==> config.mk <==
export PLATFORM = sky130hd
export DESIGN_NAME = acc_predecoder_pipe_flat
export DESIGN_NICKNAME = d
export VERILOG_FILES = /design/src/rtl/acc_predecoder_pipe.sv /design/src/rtl/acc_predecoder_pipe_if.sv /design/src/flat_wrapper.sv
export SDC_FILE = /design/constraint.sdc
export NUM_CORES = 1
export LEC_CHECK = 0
export CORE_MARGIN = 4
export CORE_UTILIZATION = 30
export CTS_CLUSTER_DIAMETER = 150
export DETAILED_ROUTE_END_ITERATION = 10
export GPL_TIMING_DRIVEN = 0
export PLACE_DENSITY = 0.7
export SETUP_SLACK_MARGIN = 0.5
export SYNTH_ARGS = -nofsm -noshare
export SYNTH_HDL_FRONTEND = slang
export SYNTH_HIERARCHICAL = 1
export SYNTH_SLANG_ARGS = --single-unit
==> constraint.sdc <==
create_clock -name clk_i -period 1.7 [get_ports clk_i]
set_clock_uncertainty 0.2 [all_clocks]
set_input_delay 0.255 -clock clk_i [delete_from_list [all_inputs] [get_ports clk_i]]
set_output_delay 0.255 -clock clk_i [all_outputs]
set_load 0.01 [all_outputs]
==> src/rtl/acc_predecoder_pipe.sv <==
// ---------------------------------------------------------------------------
// acc_pkg / acc_predecoder_lane / acc_predecoder_pipe
// Registered multi-port accelerator instruction predecoder. Each port matches
// its instruction against the OfflInstr table (lowest matching entry wins)
// and returns the decoded response one cycle later from a one-entry output
// register. Ports are fully independent.
// Ports (top):
//   clk_i, rst_ni   clock / asynchronous active-low reset
//   flush_i         drop all pending responses and this cycle's requests
//   bus             acc_predecoder_pipe_if.slave request/response bundle
//   accept_cnt_o    per-port saturating count of accepted (p_accept=1) responses
// ---------------------------------------------------------------------------
package acc_pkg;
    typedef struct packed {
        logic p_accept;
        logic p_writeback;
        logic p_use_rs;
    } prd_rsp_t;

    typedef struct packed {
        logic [31:0] instr_data;
        logic [31:0] instr_mask;
        prd_rsp_t    prd_rsp;
    } offl_instr_t;
endpackage

// One port: table match, output register and accept counter.
module acc_predecoder_lane
    import acc_pkg::*;
#(
    parameter int unsigned                NumInstr  = 1,
    parameter int unsigned                CntWidth  = 16,
    parameter offl_instr_t [NumInstr-1:0] OfflInstr = '0
) (
    input  logic                clk_i,
    input  logic                rst_ni,
    input  logic                flush_i,
    input  logic                q_valid_i,
    input  logic [31:0]         q_instr_data_i,
    output logic                q_ready_o,
    output logic                p_valid_o,
    input  logic                p_ready_i,
    output prd_rsp_t            p_rsp_o,
    output logic                p_multi_hit_o,
    output logic [CntWidth-1:0] accept_cnt_o
);
    logic [NumInstr-1:0] hit;
    prd_rsp_t            dec_rsp;
    logic                dec_multi;

    logic                valid_d, valid_q;
    prd_rsp_t            rsp_d, rsp_q;
    logic                multi_d, multi_q;
    logic [CntWidth-1:0] cnt_d, cnt_q;
    logic                q_fire, p_fire;

    for (genvar i = 0; i < NumInstr; i++) begin : g_hit
        assign hit[i] = (OfflInstr[i].instr_mask & q_instr_data_i) == OfflInstr[i].instr_data;
    end

    // Walk from the top entry down so the lowest matching index is written last.
    always_comb begin
        dec_rsp = '0;
        for (int i = int'(NumInstr) - 1; i >= 0; i--) begin
            if (hit[i]) begin
                dec_rsp.p_accept    = 1'b1;
                dec_rsp.p_writeback = OfflInstr[i].prd_rsp.p_writeback;
                dec_rsp.p_use_rs    = OfflInstr[i].prd_rsp.p_use_rs;
            end
        end
        dec_multi = $countones(hit) > 1;
    end

    assign q_ready_o = !valid_q || p_ready_i;
    assign q_fire    = q_valid_i && q_ready_o;
    assign p_fire    = valid_q && p_ready_i;

    always_comb begin
        valid_d = valid_q;
        rsp_d   = rsp_q;
        multi_d = multi_q;
        // Flush wins over a simultaneous load: the request that fired is lost.
        if (flush_i) begin
            valid_d = 1'b0;
        end else if (q_fire) begin
            valid_d = 1'b1;
            rsp_d   = dec_rsp;
            multi_d = dec_multi;
        end else if (p_fire) begin
            valid_d = 1'b0;
        end

        cnt_d = cnt_q;
        if (p_fire && rsp_q.p_accept && (cnt_q != '1)) begin
            cnt_d = cnt_q + CntWidth'(1);
        end
    end

    always_ff @(posedge clk_i or negedge rst_ni) begin
        if (!rst_ni) begin
            valid_q <= 1'b0;
            rsp_q   <= '0;
            multi_q <= 1'b0;
            cnt_q   <= '0;
        end else begin
            valid_q <= valid_d;
            rsp_q   <= rsp_d;
            multi_q <= multi_d;
            cnt_q   <= cnt_d;
        end
    end

    assign p_valid_o     = valid_q;
    assign p_rsp_o       = rsp_q;
    assign p_multi_hit_o = multi_q;
    assign accept_cnt_o  = cnt_q;
endmodule

module acc_predecoder_pipe
    import acc_pkg::*;
#(
    parameter int unsigned                NumPorts  = 2,
    parameter int unsigned                NumInstr  = 1,
    parameter offl_instr_t [NumInstr-1:0] OfflInstr = '0,
    parameter int unsigned                CntWidth  = 16
) (
    input  logic                               clk_i,
    input  logic                               rst_ni,
    input  logic                               flush_i,
    acc_predecoder_pipe_if.slave               bus,
    output logic [NumPorts-1:0][CntWidth-1:0]  accept_cnt_o
);
    prd_rsp_t [NumPorts-1:0] rsp_w;

    for (genvar p = 0; p < NumPorts; p++) begin : g_lane
        acc_predecoder_lane #(
            .NumInstr  (NumInstr),
            .CntWidth  (CntWidth),
            .OfflInstr (OfflInstr)
        ) u_lane (
            .clk_i          (clk_i),
            .rst_ni         (rst_ni),
            .flush_i        (flush_i),
            .q_valid_i      (bus.q_valid_i[p]),
            .q_instr_data_i (bus.q_instr_data_i[p]),
            .q_ready_o      (bus.q_ready_o[p]),
            .p_valid_o      (bus.p_valid_o[p]),
            .p_ready_i      (bus.p_ready_i[p]),
            .p_rsp_o        (rsp_w[p]),
            .p_multi_hit_o  (bus.p_multi_hit_o[p]),
            .accept_cnt_o   (accept_cnt_o[p])
        );
    end

    assign bus.p_rsp_o = rsp_w;
endmodule

==> src/rtl/acc_predecoder_pipe_if.sv <==
// ---------------------------------------------------------------------------
// acc_predecoder_pipe_if
// Offload request/response bundle between the core front-end (master) and the
// accelerator predecoder (slave). All signals are NumPorts wide; bit p belongs
// to port p. Signal suffixes are from the predecoder's point of view.
//   q_valid_i / q_ready_o / q_instr_data_i : request channel
//   p_valid_o / p_ready_i / p_rsp_o        : response channel
//   p_multi_hit_o                          : more than one table entry matched
// ---------------------------------------------------------------------------
interface acc_predecoder_pipe_if #(
    parameter int unsigned NumPorts = 2,
    parameter int unsigned RspW     = 3
);
    logic [NumPorts-1:0]           q_valid_i;
    logic [NumPorts-1:0]           q_ready_o;
    logic [NumPorts-1:0][31:0]     q_instr_data_i;
    logic [NumPorts-1:0]           p_valid_o;
    logic [NumPorts-1:0]           p_ready_i;
    logic [NumPorts-1:0][RspW-1:0] p_rsp_o;
    logic [NumPorts-1:0]           p_multi_hit_o;

    modport master (
        output q_valid_i, q_instr_data_i, p_ready_i,
        input  q_ready_o, p_valid_o, p_rsp_o, p_multi_hit_o
    );

    modport slave (
        input  q_valid_i, q_instr_data_i, p_ready_i,
        output q_ready_o, p_valid_o, p_rsp_o, p_multi_hit_o
    );
endinterface

==> src/flat_wrapper.sv <==
// flat-port wrapper written by rule: the top's interface ports become plain ports
module acc_predecoder_pipe_flat import acc_pkg::*;
#(
    parameter int unsigned                NumPorts  = 2,
    parameter int unsigned                NumInstr  = 1,
    parameter offl_instr_t [NumInstr-1:0] OfflInstr = '0,
    parameter int unsigned                CntWidth  = 16
)
  (clk_i, rst_ni, flush_i, accept_cnt_o, bus_q_valid_i, bus_q_instr_data_i, bus_p_ready_i, bus_q_ready_o, bus_p_valid_o, bus_p_rsp_o, bus_p_multi_hit_o);
  acc_predecoder_pipe_if #(.NumPorts(NumPorts)) bus_i ();
  input  logic clk_i;
  input  logic rst_ni;
  input  logic flush_i;
  output logic [NumPorts-1:0][CntWidth-1:0] accept_cnt_o;
  input wire logic [$bits(bus_i.q_valid_i)-1:0] bus_q_valid_i;
  input wire logic [$bits(bus_i.q_instr_data_i)-1:0] bus_q_instr_data_i;
  input wire logic [$bits(bus_i.p_ready_i)-1:0] bus_p_ready_i;
  output wire logic [$bits(bus_i.q_ready_o)-1:0] bus_q_ready_o;
  output wire logic [$bits(bus_i.p_valid_o)-1:0] bus_p_valid_o;
  output wire logic [$bits(bus_i.p_rsp_o)-1:0] bus_p_rsp_o;
  output wire logic [$bits(bus_i.p_multi_hit_o)-1:0] bus_p_multi_hit_o;
  assign bus_i.q_valid_i = bus_q_valid_i;
  assign bus_i.q_instr_data_i = bus_q_instr_data_i;
  assign bus_i.p_ready_i = bus_p_ready_i;
  assign bus_q_ready_o = bus_i.q_ready_o;
  assign bus_p_valid_o = bus_i.p_valid_o;
  assign bus_p_rsp_o = bus_i.p_rsp_o;
  assign bus_p_multi_hit_o = bus_i.p_multi_hit_o;
  acc_predecoder_pipe #(.NumPorts(NumPorts), .NumInstr(NumInstr), .OfflInstr(OfflInstr), .CntWidth(CntWidth)) u_core (.clk_i(clk_i), .rst_ni(rst_ni), .flush_i(flush_i), .bus(bus_i), .accept_cnt_o(accept_cnt_o));
endmodule
==> reports/qor.json, run 1 <==
{
  "filler_cell_count": 457,
  "power_leakage_nw": 1.94,
  "peakVddDrop_uv": 859,
  "io_pins": 115,
  "ant_nets": 0,
  "max-clock-path-buffers": 2,
  "wirelength_um": 5710,
  "yosys_warnings": 6,
  "timing.critical_path.from_type": "flip-flop",
  "floorplan.die_area_sq_um": 7440,
  "floorplan.rows": 28,
  "synth_area_per_cell_sq_um": 11.3,
  "via_count": 1812,
  "gp_congestion": 0.773,
  "preCtsSetupSlack_ns": -0.322,
  "worst_r2r_path_depth": 6,
  "crit_type": "flip-flop to flip-flop",
  "relSlewSlack": 0.444,
  "synth_cell_type_count": 27,
  "nNetsFinal": 394,
  "asyncSetResetFlopFracSynth": 1.00,
  "worst_pin_slew_ns": 0.833,
  "cp.arrival_ns": 1.78,
  "crit_path_max_fanout": 4,
  "cts_num_sinks": 36,
  "instances_no_fill": 397,
  "finalWorstSetupSlack_ns": -0.100,
  "holdWs_ns": -0.133,
  "number_of_input_and_output_port_buffers_inserted": 44,
  "cts_tree": "yes",
  "synth_cells": 162,
  "fraction_of_layout_instances_using_a_drive_strength_above_1": 0.708,
  "drt_pre_antenna_iters": 4,
  "violations": "negative hold slack, negative setup slack",
  "post_drt_wl_per_cell_um": 14.4,
  "clk_transition_reported_paths_ns": 0.07,
  "fin_tns_setup_ns": -0.697,
  "final-setup-viol-count": 18,
  "synth_common_cells": "sky130_fd_sc_hd__dfrtp_1 (36), sky130_fd_sc_hd__xor2_1 (26), sky130_fd_sc_hd__nor3_1 (14)",
  "overflow": 0,
  "grt_antenna_before_repair": 0,
  "die_h_um": 86.2,
  "clkLatencyLatePin_ns": 0.29,
  "synth.most_common_cell": "sky130_fd_sc_hd__dfrtp_1",
  "syn2layout_area_growth_pct": 110,
  "synth.area.top_cells": "sky130_fd_sc_hd__dfrtp_1 (49%), sky130_fd_sc_hd__xor2_1 (12%), sky130_fd_sc_hd__nand4_4 (4.6%)",
  "die_w_um": 86.2,
  "maxClockFrequency_ghz": 0.556,
  "global_route.usage.total": 0.151,
  "synth_seq_cells": 36,
  "grt_first_pass_wirelength_um": 8870,
  "grt_setup_unrepaired": "true",
  "cts-htree-levels": 2,
  "post-dp-hpwl_um": 2870,
  "power_density_nw_per_um2": 823,
  "effective_utilization_at_floorplan": 0.310,
  "run_status": "finished with violations",
  "dpl.cell_count": 285,
  "finalHoldViolations": 36,
  "core_region_sq_um": 5920,
  "synth_enable_flop_cells": 0,
  "ys_seq_area_frac": 0.490,
  "final_critical_path_share_of_the_clock_period": 1.06,
  "drt-vias-per-instance": 4.56,
  "timing.critical_path.required_ns": 1.68,
  "regToRegStartpoint": "u_core/g_lane[1].u_lane/accept_cnt_o[13]$_DFFE_PN0P_",
  "final_max_tran_viols": 0,
  "post_synth_instance_area_sq_um": 1840,
  "grt_max_degree": 37,
  "final.min_clock_period_ns": 1.80,
  "first_iter_violations": 36,
  "first_global_vias": 1848,
  "synthFlopType": "sky130_fd_sc_hd__dfrtp_1",
  "cts_made_buffers": 5,
  "drc_viols": 0,
  "max_cap_viol_count": 0,
  "antenna-diode-count": 0,
  "critical_path.endpoint_type": "flip-flop",
  "worstSetupStartpoint": "u_core/g_lane[1].u_lane/accept_cnt_o[13]$_DFFE_PN0P_",
  "synth_area_leader_cell": "sky130_fd_sc_hd__dfrtp_1",
  "cts_root_buf": "sky130_fd_sc_hd__clkbuf_8",
  "post-synth-top-area-fraction": 0.490,
  "holdCritPathClass": "primary input to async pin"
}
worst max-delay path: stages (launching register included):
cell                      delay, ns
sky130_fd_sc_hd__dfrtp_1       0.38
sky130_fd_sc_hd__nand4_1       0.12
sky130_fd_sc_hd__buf_6         0.16
sky130_fd_sc_hd__nor4_4        0.28
sky130_fd_sc_hd__buf_4         0.19
sky130_fd_sc_hd__nor2_4        0.05
sky130_fd_sc_hd__mux2_4        0.30
placed cells by master, fill, tap and decap left out, types with 3 or more instances in the layout:
master | netlist | layout
sky130_fd_sc_hd__buf_4 | 6 | 57
sky130_fd_sc_hd__nor3_2 | 0 | 8
sky130_fd_sc_hd__nand2_1 | 12 | 10
sky130_fd_sc_hd__buf_2 | 0 | 4
sky130_fd_sc_hd__dfrtp_1 | 36 | 17
sky130_fd_sc_hd__nand4_1 | 4 | 4
sky130_fd_sc_hd__and4_4 | 0 | 3
sky130_fd_sc_hd__mux2_4 | 2 | 4
sky130_fd_sc_hd__nand4_4 | 4 | 4
sky130_fd_sc_hd__xor2_1 | 26 | 26
sky130_fd_sc_hd__clkbuf_8 | 0 | 6
sky130_fd_sc_hd__nor3_4 | 0 | 4
sky130_fd_sc_hd__inv_1 | 4 | 4
sky130_fd_sc_hd__buf_6 | 0 | 87
sky130_fd_sc_hd__nor2_4 | 0 | 4
sky130_fd_sc_hd__conb_1 | 2 | 6
sky130_fd_sc_hd__dfrtp_2 | 0 | 19
sky130_fd_sc_hd__clkdlybuf4s50_1 | 0 | 3
sky130_fd_sc_hd__nand3_1 | 10 | 8
stage by stage:
step	total power, mW	utilization	instance area, sq um
floorplan	1.40	-	1940
global placement	1.71	0.418	2470
detailed placement	1.72	0.417	2470
CTS	2.95	0.584	3460
global route	3.33	0.651	3850
finish	3.17	0.651	3850
metal layers:
layer  vias to the layer above  part of all wire  GRT usage
met3                         6             0.048     0.0371
met4                         0             0.011     0.0425
met5                         -                 0          0
li1                        886                 -          -
met1                       879              0.40      0.186
met2                        41              0.54      0.262
final timing paths:
check / to / slack, ns
hold / removal: u_core/g_lane[1].u_lane/accept_cnt_o[0]$_DFFE_PN0P_ / -0.13
min in group clk_i: u_core/g_lane[1].u_lane/p_valid_o$_DFFE_PN0P_ / 0.26
max in group asynchronous: u_core/g_lane[0].u_lane/accept_cnt_o[6]$_DFFE_PN0P_ / 0.86
setup reg to reg: u_core/g_lane[1].u_lane/accept_cnt_o[1]$_DFFE_PN0P_ / -0.10
hold reg to reg: u_core/g_lane[0].u_lane/accept_cnt_o[7]$_DFFE_PN0P_ / 0.34
setup / recovery: u_core/g_lane[1].u_lane/accept_cnt_o[1]$_DFFE_PN0P_ / -0.10
sequential cells by signal (all words and copies together) (netlist names):
| name | cells |
|---|---|
| u_core/g_lane.u_lane/accept_cnt_o | 32 |
| u_core/g_lane.u_lane/p_rsp_o | 2 |
| u_core/g_lane.u_lane/p_valid_o | 2 |
logic make-up (layout without fill, tap and decap cells):
| group | count (synthesis) | in the layout | share of synthesized area |
|---|---|---|---|
| muxes | 4 | 4 | 0.0286 |
| and+or+nand+nor | 74 | 74 | 0.272 |
| adders and majority gates | 2 | 2 | 0.0136 |
| AOI/OAI and AO/OA | 6 | 6 | 0.0245 |
| DFF | 36 | 36 | 0.490 |
| buffers and inverters | 10 | 166 | 0.0327 |
| xor gates and xnor gates | 28 | 28 | 0.134 |
| other | 2 | 6 | 0.00409 |
where the power goes:
group          internal, mW  switching [mW]
sequential            0.983           0.171
clock                 0.331           0.303
combinational         0.913           0.469
total                  2.23           0.944
cell type report:
type / instances / area, sq um / share of cell area
Sequential cell: 36 / 925 / 0.240
Clock buffer: 8 / 90.1 / 0.0234
Inverter: 4 / 15.0 / 0.00390
Buffer: 6 / 45.0 / 0.0117
Tap cell: 75 / 93.8 / 0.0244
Timing Repair Buffer: 148 / 1450 / 0.376
Multi-Input combinational cell: 120 / 1230 / 0.320
timing repair:
item / in CTS / in global routing
resized for setup: 265 / 40
buffers inserted: 75 / 29
pin swaps: 18 / 25
hold endpoints to repair: 36 / 36
endpoints found under the setup margin: 70 / 70
Power figures use the tool's default switching activity.
==> run 2: changes to the inputs <==
--- a/config.mk
+++ b/config.mk
@@ -8,8 +8,10 @@
 export CORE_MARGIN = 4
 export CORE_UTILIZATION = 30
 export CTS_CLUSTER_DIAMETER = 150
+export CTS_CLUSTER_SIZE = 40
 export DETAILED_ROUTE_END_ITERATION = 10
 export GPL_TIMING_DRIVEN = 0
+export MAX_ROUTING_LAYER = met4
 export PLACE_DENSITY = 0.7
 export SETUP_SLACK_MARGIN = 0.5
 export SYNTH_ARGS = -nofsm -noshare
==> reports/qor.json, run 2 (synthesis results as in run 1) <==
{
  "ant_nets": 0,
  "crit_path_end": "u_core/g_lane[1].u_lane/accept_cnt_o[1]$_DFFE_PN0P_",
  "worstSetupStartpoint": "u_core/g_lane[1].u_lane/accept_cnt_o[13]$_DFFE_PN0P_",
  "r2r-end": "u_core/g_lane[1].u_lane/accept_cnt_o[1]$_DFFE_PN0P_",
  "cts_num_sinks": 36,
  "cts_root_buf": "sky130_fd_sc_hd__clkbuf_8",
  "grt_max_degree": 37,
  "final_max_tran_viols": 0,
  "regToRegStartpoint": "u_core/g_lane[1].u_lane/accept_cnt_o[13]$_DFFE_PN0P_",
  "cts_made_buffers": 5,
  "wirelength_um": 5710,
  "violations": "negative hold slack, negative setup slack",
  "relSlewSlack": 0.449,
  "run_status": "finished with violations",
  "grt_antenna_before_repair": 0,
  "floorplan.rows": 28,
  "cts_tree": "yes",
  "finalHoldViolations": 36,
  "first_iter_violations": 56,
  "core_region_sq_um": 5920,
  "post-dp-hpwl_um": 2870,
  "io_pins": 115,
  "clk_transition_reported_paths_ns": 0.07,
  "layout_commonest_cell": "sky130_fd_sc_hd__buf_6",
  "effective_utilization_at_floorplan": 0.310,
  "first_global_vias": 1849,
  "final-setup-viol-count": 18,
  "worst_pin_slew_ns": 0.827,
  "report.power.total_mw": 3.17,
  "post_drt_wl_per_cell_um": 14.4,
  "grt_first_pass_wirelength_um": 8870,
  "crit_type": "flip-flop to flip-flop",
  "die_h_um": 86.2,
  "power_leakage_nw": 1.94,
  "peakVddDrop_uv": 859,
  "drc_viols": 0,
  "preCtsSetupSlack_ns": -0.322,
  "final.min_clock_period_ns": 1.80,
  "most-common-layout-cells": "sky130_fd_sc_hd__buf_6 (87), sky130_fd_sc_hd__buf_4 (57), sky130_fd_sc_hd__xor2_1 (26), sky130_fd_sc_hd__dfrtp_2 (19), sky130_fd_sc_hd__dfrtp_1 (17)",
  "global_route.usage.total": 0.155,
  "holdCritPathClass": "primary input to async pin",
  "slowest_delay_ns": 0.38,
  "timing.critical_path.from_type": "flip-flop",
  "maxClockFrequency_ghz": 0.556,
  "gp_congestion": 0.784,
  "dpl.cell_count": 285,
  "largest_reg_flops": 32,
  "cp_cell_sequence": "nand4_1 -> buf_6 -> nor4_4 -> buf_4 -> nor2_4 -> mux2_4",
  "worst_r2r_path_depth": 6,
  "max-clock-path-buffers": 2,
  "crit_path_max_fanout": 4,
  "clkLatencyLatePin_ns": 0.29,
  "cts-htree-levels": 2,
  "antenna-diode-count": 0,
  "syn2layout_area_growth_pct": 110,
  "drt-vias-per-instance": 4.55,
  "setup.reg_to_reg.worst_slack_ns": -0.1,
  "nNetsFinal": 394,
  "die_w_um": 86.2,
  "critical_path.endpoint_type": "flip-flop",
  "via_count": 1807,
  "max_cap_viol_count": 0,
  "timing.critical_path.required_ns": 1.68,
  "floorplan.die_area_sq_um": 7440,
  "crit_slowest_cell": "sky130_fd_sc_hd__dfrtp_1",
  "cp.arrival_ns": 1.77,
  "overflow": 0,
  "drt_pre_antenna_iters": 4,
  "filler_cell_count": 457,
  "instances_no_fill": 397,
  "grt_setup_unrepaired": "true",
  "number_of_input_and_output_port_buffers_inserted": 44,
  "holdWs_ns": -0.135,
  "finalWorstSetupSlack_ns": -0.0973,
  "power_density_nw_per_um2": 823,
  "fraction_of_layout_instances_using_a_drive_strength_above_1": 0.708,
  "final_critical_path_share_of_the_clock_period": 1.06
}
## run 2: report_power, final
group	total (mW)	switching [mW]	internal (mW)	leakage, nW
clock network	0.634	0.303	0.331	0.0455
logic	1.38	0.471	0.913	1.44
registers	1.15	0.170	0.983	0.447
## run 2: stage by stage
| stage | cell area, sq um | TNS, ns | hold WS [ns] | util |
|---|---|---|---|---|
| after floorplan | 1940 | -0.936 | -0.241 | - |
| after global placement | 2470 | -30.05 | 0.297 | 0.418 |
| after detailed placement | 2470 | -5.51 | 0.210 | 0.417 |
| after CTS | 3460 | -0.433 | -0.106 | 0.584 |
| after global routing | 3850 | -2.69 | -0.0608 | 0.651 |
| final | 3850 | -0.661 | -0.135 | 0.651 |
## run 2: area by class of cell
| type | instances | area, sq um | share of cell area |
|---|---|---|---|
| multi-input cells | 120 | 1230 | 0.320 |
| clock buffers | 8 | 90.1 | 0.0234 |
| well taps | 75 | 93.8 | 0.0244 |
| plain buffers | 6 | 45.0 | 0.0117 |
| flip-flops and latches | 36 | 925 | 0.240 |
| repair buffers | 148 | 1450 | 0.376 |
| inverters | 4 | 15.0 | 0.00390 |
## run 2: worst max-delay path: cells and delay by family (launching register included)
kind / cells / cell delay (ns)
buf+inv: 2 / 0.35
flops: 1 / 0.38
simple gates: 3 / 0.45
mux: 1 / 0.30
## run 2: metal layers
layer  part of all wire  track usage  vias up  routed length [um]
li1                   -            -      887                   -
met1               0.40        0.188      875                2300
met2               0.54        0.262       39                3070
met3              0.048       0.0342        6                 274
met4              0.010       0.0425        0                  57
met5                  0            -        -                   0
## run 2: worst min-delay path by stage
stage	startpoint	to	slack, ns	cells after the start
floorplan	rst_ni	u_core/g_lane[0].u_lane/accept_cnt_o[0]$_DFFE_PN0P_	-0.24	0
global placement	u_core/g_lane[0].u_lane/accept_cnt_o[0]$_DFFE_PN0P_	u_core/g_lane[0].u_lane/accept_cnt_o[0]$_DFFE_PN0P_	0.30	1
detailed placement	rst_ni	u_core/g_lane[1].u_lane/accept_cnt_o[1]$_DFFE_PN0P_	0.21	1
CTS	rst_ni	u_core/g_lane[0].u_lane/p_valid_o$_DFFE_PN0P_	-0.11	1
global route	rst_ni	u_core/g_lane[1].u_lane/accept_cnt_o[1]$_DFFE_PN0P_	-0.06	1
finish	rst_ni	u_core/g_lane[1].u_lane/accept_cnt_o[3]$_DFFE_PN0P_	-0.14	1
## run 2: repair_timing
| item | in CTS | in global routing |
|---|---|---|
| buffers inserted | 75 | 29 |
| setup endpoints to repair | 70 | 70 |
| gates cloned | 0 | 0 |
| gates resized for setup | 265 | 40 |
| hold endpoints to repair | 36 | 36 |
| pin swaps | 18 | 25 |
